### src/rtl/mem_pkg.sv
// Shared definitions for the MEM-stage load/store unit.
// Holds the access-size encodings, the bus FSM state enum, the base write
// strobes and the alignment rule used to reject misaligned accesses.
package mem_pkg;

  typedef enum logic [1:0] {
    SizeByte = 2'b00,
    SizeHalf = 2'b01,
    SizeWord = 2'b10,
    SizeRsvd = 2'b11  // reserved, behaves as a word access
  } mem_size_e;

  typedef enum logic [1:0] {
    StIdle = 2'b00,
    StReq  = 2'b01,
    StDone = 2'b10
  } mem_state_e;

  // Base strobes for lane 0; shifted left by the byte offset at capture time.
  localparam logic [3:0] StrbByte = 4'b0001;
  localparam logic [3:0] StrbHalf = 4'b0011;
  localparam logic [3:0] StrbWord = 4'b1111;

  function automatic logic is_misaligned(input mem_size_e size, input logic [1:0] off);
    logic mis;
    case (size)
      SizeByte: mis = 1'b0;
      SizeHalf: mis = off[0];
      default:  mis = |off;
    endcase
    return mis;
  endfunction

endpackage

### src/rtl/load_align.sv
// Load data alignment: selects the byte/half lane addressed by offset_i out of
// a 32-bit bus word and sign- or zero-extends it to 32 bits.
//   rdata_i    raw word returned by the bus
//   offset_i   byte offset of the access inside the word
//   size_i     access size
//   unsigned_i 1 = zero-extend, 0 = sign-extend
//   data_o     right-aligned, extended load value
module load_align
  import mem_pkg::*;
(
  input  logic [31:0] rdata_i,
  input  logic [1:0]  offset_i,
  input  mem_size_e   size_i,
  input  logic        unsigned_i,
  output logic [31:0] data_o
);

  logic [31:0] shifted;

  // Move the addressed lane down to bit 0; word accesses always have offset 0.
  assign shifted = rdata_i >> {offset_i, 3'b000};

  always_comb begin
    data_o = shifted;
    case (size_i)
      SizeByte: data_o = {{24{~unsigned_i & shifted[7]}}, shifted[7:0]};
      SizeHalf: data_o = {{16{~unsigned_i & shifted[15]}}, shifted[15:0]};
      default:  data_o = shifted;
    endcase
  end

endmodule

### src/rtl/mem_access.sv
// MEM-stage memory access unit. Accepts one load/store from the pipeline,
// runs a single request/acknowledge bus transaction, stalls the front of the
// pipeline while it is outstanding and returns the extended load data to WB.
//   clk, resetn            clock, asynchronous active-low reset
//   M_*                    MEM-stage request, stall and misalignment flag
//   W_mem_data/valid/err   write-back result, one-cycle valid pulse
//   bus_*                  word-aligned request/ack memory bus
// A request that sees no ack within TIMEOUT cycles completes with W_bus_err.
module mem_access
  import mem_pkg::*;
#(
  parameter int unsigned TIMEOUT = 16
) (
  input  logic        clk,
  input  logic        resetn,
  input  logic        M_valid,
  input  logic        M_mem_read,
  input  logic        M_mem_write,
  input  logic [1:0]  M_mem_size,
  input  logic        M_mem_unsigned,
  input  logic [31:0] M_addr,
  input  logic [31:0] M_wdata,
  output logic        M_stall,
  output logic        M_addr_err,
  output logic [31:0] W_mem_data,
  output logic        W_mem_valid,
  output logic        W_bus_err,
  output logic        bus_req,
  output logic        bus_we,
  output logic [31:0] bus_addr,
  output logic [3:0]  bus_wstrb,
  output logic [31:0] bus_wdata,
  input  logic        bus_ack,
  input  logic [31:0] bus_rdata
);

  localparam int unsigned CntW = $clog2(TIMEOUT + 1);

  mem_state_e     state_q, state_d;
  logic [CntW-1:0] cnt_q, cnt_d;
  logic [31:0]    addr_q;
  mem_size_e      size_q;
  logic           uns_q;
  logic           we_q;
  logic [3:0]     strb_q;
  logic [31:0]    wdata_q;
  logic [31:0]    mdata_q;
  logic           berr_q;

  mem_size_e   size_in;
  logic        access;
  logic        accept;
  logic [3:0]  strb_in;
  logic [31:0] wdata_in;
  logic        capture;
  logic        done_ack;
  logic        done_to;
  logic [31:0] load_data;

  assign size_in    = mem_size_e'(M_mem_size);
  assign access     = M_valid & (M_mem_read | M_mem_write);
  assign M_addr_err = access & is_misaligned(size_in, M_addr[1:0]);
  assign accept     = access & ~M_addr_err;

  // Store lane strobes and replicated write data; loads drive neither.
  always_comb begin
    strb_in  = 4'b0000;
    wdata_in = 32'h0;
    if (M_mem_write) begin
      case (size_in)
        SizeByte: begin
          strb_in  = StrbByte << M_addr[1:0];
          wdata_in = {4{M_wdata[7:0]}};
        end
        SizeHalf: begin
          strb_in  = StrbHalf << M_addr[1:0];
          wdata_in = {2{M_wdata[15:0]}};
        end
        default: begin
          strb_in  = StrbWord;
          wdata_in = M_wdata;
        end
      endcase
    end
  end

  always_comb begin
    state_d  = state_q;
    cnt_d    = cnt_q;
    capture  = 1'b0;
    done_ack = 1'b0;
    done_to  = 1'b0;
    case (state_q)
      StIdle: begin
        if (accept) begin
          state_d = StReq;
          cnt_d   = '0;
          capture = 1'b1;
        end
      end
      StReq: begin
        // An ack on the last allowed cycle still completes normally.
        if (bus_ack) begin
          state_d  = StDone;
          done_ack = 1'b1;
        end else if (cnt_q == CntW'(TIMEOUT - 1)) begin
          state_d = StDone;
          done_to = 1'b1;
        end else begin
          cnt_d = cnt_q + CntW'(1);
        end
      end
      StDone:  state_d = StIdle;
      default: state_d = StIdle;
    endcase
  end

  always_ff @(posedge clk or negedge resetn) begin
    if (!resetn) begin
      state_q <= StIdle;
      cnt_q   <= '0;
      addr_q  <= 32'h0;
      size_q  <= SizeByte;
      uns_q   <= 1'b0;
      we_q    <= 1'b0;
      strb_q  <= 4'b0000;
      wdata_q <= 32'h0;
      mdata_q <= 32'h0;
      berr_q  <= 1'b0;
    end else begin
      state_q <= state_d;
      cnt_q   <= cnt_d;
      if (capture) begin
        addr_q  <= M_addr;
        size_q  <= size_in;
        uns_q   <= M_mem_unsigned;
        we_q    <= M_mem_write;
        strb_q  <= strb_in;
        wdata_q <= wdata_in;
      end
      if (done_ack) begin
        mdata_q <= we_q ? 32'h0 : load_data;
        berr_q  <= 1'b0;
      end else if (done_to) begin
        mdata_q <= 32'h0;
        berr_q  <= 1'b1;
      end
    end
  end

  load_align u_load_align (
    .rdata_i    (bus_rdata),
    .offset_i   (addr_q[1:0]),
    .size_i     (size_q),
    .unsigned_i (uns_q),
    .data_o     (load_data)
  );

  assign bus_req     = (state_q == StReq);
  assign bus_we      = we_q;
  assign bus_addr    = {addr_q[31:2], 2'b00};
  assign bus_wstrb   = strb_q;
  assign bus_wdata   = wdata_q;
  assign W_mem_data  = mdata_q;
  assign W_mem_valid = (state_q == StDone);
  assign W_bus_err   = (state_q == StDone) & berr_q;
  // Gated by resetn so the combinational accept term cannot stall during reset.
  assign M_stall     = resetn & (((state_q == StIdle) & accept) | (state_q == StReq));

endmodule

### config.mk
export PLATFORM = sky130hd
export DESIGN_NAME = mem_access
export DESIGN_NICKNAME = d
export VERILOG_FILES = /design/src/rtl/mem_pkg.sv /design/src/rtl/load_align.sv /design/src/rtl/mem_access.sv
export SDC_FILE = /design/constraint.sdc
export NUM_CORES = 1
export LEC_CHECK = 0
export CAP_MARGIN = 20
export CORE_UTILIZATION = 45
export DETAILED_ROUTE_END_ITERATION = 8
export GPL_TIMING_DRIVEN = 0
export PLACE_DENSITY_LB_ADDON = 0.12
export RECOVER_POWER = 50
export SETUP_SLACK_MARGIN = 0.5
export SYNTH_ARGS = -nofsm -noshare
export SYNTH_HDL_FRONTEND = slang
export SYNTH_HIERARCHICAL = 1
export SYNTH_SLANG_ARGS = --single-unit
export TNS_END_PERCENT = 100
### constraint.sdc
create_clock -name clk -period 3 [get_ports clk]
set_clock_uncertainty 0.05 [all_clocks]
set_input_delay 0.6 -clock clk [delete_from_list [all_inputs] [get_ports clk]]
set_output_delay 0.6 -clock clk [all_outputs]
set_load 0.02 [all_outputs]
==> impl_metrics.toml <==
[status]
status = "finished, final reports clean"

[clock_network]
cts_max_level = 3
clkLatencyLatePin_ns = 0.35
clockBufferDepth = 2
cts-root-buf = "clkbuf_16"
cts_tree = "yes"
path_clk_slew_ns = 0.06
cts_sinks = 112
cts_made_buffers = 9

[sta]
worst_slew_pin_slew_ns = 1.04
fmax_mhz = 376
final-setup-viol-count = 0
min_period_ns = 2.66
slew_headroom_pct = 30.5
report.final.slew_viol_count = 0
final-hold-violation-count = 0
min_period_over_period_pct = 88.5
rsz0062_at_grt = "yes"

[global_routing]
antenna_found_initial = 0
grt_overflow = 0
first_global_vias = 4782
grt_first_pass_wirelength_um = 24200
grt_max_degree = 71
grt.total_usage_pct = 23.6

[cells_and_area]
design_area_sq_um = 8490
multiInputGateArea_sq_um = 2570
nFillCells = 1022
seqCellArea_sq_um = 2800
area_growth_pct = 44.8
nets = 847
diodes = 0
drive_gt1_share_pct = 21.3
fin_cells = 915

[yosys]
yosysSeqAreaShare_pct = 47.8
syn_avg_cell_area_sq_um = 11.4
synth_top_area_cell = "dfrtp_1"
synthTopCellsByArea = "dfrtp_1, mux2_2, mux2i_1, a22o_1, buf_4"
yosysMostFrequentCell = "dfrtp_1"
syn_area_sq_um = 5860
ys_top_cells_by_count = "dfrtp_1, mux2_2, mux2i_1"
synthCells = 516
synth_cell_types = 46
yosys_most_used_dff = "dfrtp_1"
synthArstFlopShare_pct = 100
synth_seq_cells = 112
synth_top_area_share_pct = 47.8
yosys_warnings = 6
synth_edf_count = 0

[critical_path]
cp_max_fo = 7
end_kind = "output pin"
required_ns = 2.35
reg2reg_slack_ns = 0.59
path_class = "input port to output pin"
cp-start-kind = "input port"
worst_ep_arrival_time_ns = 2.01

[routing]
drc = 0
routed_wl_um = 15400
wl_met2_um = 7430
first_pass_iters = 5
drt_iter0_markers = 236
routed.top_layer = "met4"
ant_nets = 0
via_per_inst = 5.17
avgRoutedWirePerCell_um = 16.8
vias = 4727
wl_met1_um = 6620
wl_met3_um = 1140

[worst_hold_path]
hold_path.class = "input port to asynchronous set/reset pin"

[pwr]
power_frac_comb_pct = 47.6
power_switching_share_pct = 35.1
p_leak_nw = 3.77
clkPwrFrac_pct = 18.4
power.switching_mw = 2.40
p_per_area_nw_per_um2 = 805
p_seq_share_pct = 34.0
peakVddDrop_mv = 0.553
p_int_mw = 4.44

[die]
io_pins = 211
die-area_sq_um = 13500
core_area_sq_um = 12700
start_util_pct = 46.3
die_h_um = 116
die_w_um = 116
num_rows = 41

[placed_design]
placed_area_sq_um = 8180
routabilityCongestion = 0.855
dpl.cell_count = 897
io_buffers = 207
dp_hpwl_um = 11700

[job]
maxCapViolations = 0
==> power by group through the flow <==
stage,Combinational [mW],Clock [mW],Sequential (mW)
global placement,3.26,0,2.34
finish,3.26,1.26,2.32
floorplan,1.53,0,2.70
detailed placement,3.32,0,2.36
CTS,3.35,1.29,2.34
global route,3.49,1.34,2.39
==> path summary, 6_finish.rpt <==
check / end / from / cells past startpoint
max: M_stall / M_mem_size[1] / 6
min: addr_q[16] / resetn / 1
max reg2reg: cnt_q[3] / cnt_q[0] / 7
min reg2reg: addr_q[11] / addr_q[11] / 1
max in group asynchronous: bus_wdata[21] / resetn / 2
min in group clk: addr_q[11] / addr_q[11] / 1
==> cells by family (layout without fill, tap and decap cells) <==
logic type,count (synthesis),count (layout),share of synthesized area [%]
AOI/OAI and AO/OA,121,121,15.1
DFF,112,112,47.8
muxes,107,107,19.8
buffers and inverters,90,316,8.53
and+or+nand+nor,82,82,8.15
adders and majority gates,2,2,0.427
other,1,2,0.0639
xor gates and xnor gates,1,1,0.149
==> metal layers <==
metal,GRT usage (%),vias to the layer above
met5,0,-
li1,-,2254
met2,38.7,165
met1,30.1,2292
met4,5.73,0
met3,7.89,16
==> through the flow <==
stage | setup TNS [ns] | utilization [%] | setup slack (ns) | hold slack [ns] | power, mW
CTS | 0 | 67.1 | 0.349 | 0.208 | 6.98
detailed placement | -1.53 | 64.6 | -0.840 | 0.427 | 5.69
global placement | -335.71 | 64.4 | -3.38 | 0.421 | 5.60
floorplan | 0 | - | 0.561 | 0.254 | 4.23
global route | 0 | 67.0 | 0.293 | 0.449 | 7.22
finish | 0 | 67.0 | 0.344 | 0.383 | 6.84
==> what timing repair did <==
action | 4_1_cts | 5_1_grt
setup endpoints to repair | 69 | 2
buffers inserted | 2 | 2
pin swaps | 4 | 5
hold buffers | 0 | 0
resized for setup | 18 | 13
==> worst max-delay path, cell delays in order <==
cell,delay [ns]
buf_6,0.11
or2_4,0.26
a2111oi_4,0.41
clkdlybuf4s25_1,0.35
o21a_1,0.14
buf_6,0.13
==> registers in the layout (all words and copies together), names as in the netlist <==
name,count
W_mem_data,32
addr_q,32
bus_wdata,32
cnt_q,5
bus_wstrb,4
size_q,2
state_q,2
berr_q,1
bus_we,1
uns_q,1
==> placed cells by master, fill, tap and decap left out, drive strengths merged, types with 8 or more instances in the layout <==
master	netlist	final
clkdlybuf4s50	0	153
dfrtp	112	112
mux2	66	66
buf	52	55
dlygate4sd3	0	45
mux2i	41	41
clkbuf	18	35
a21oi	34	34
a22o	32	32
inv	20	20
nand2	15	15
nor2	15	15
nor2b	13	13
o21ai	13	13
or2	11	11
o22ai	10	10
a211oi	9	9
or3b	9	9
nand2b	9	9
o211ai	8	8
o2bb2ai	8	8
==> area by class of cell <==
type / count / area share, %
timing repair buffer: 212 / 24.6
inverter: 20 / 0.884
sequential: 112 / 33.0
tap: 172 / 2.53
clock buffer: 10 / 2.81
multi-input combinational: 315 / 30.3
buffer: 70 / 5.01
clock inverter: 4 / 0.825
Power figures use the tool's default switching activity.
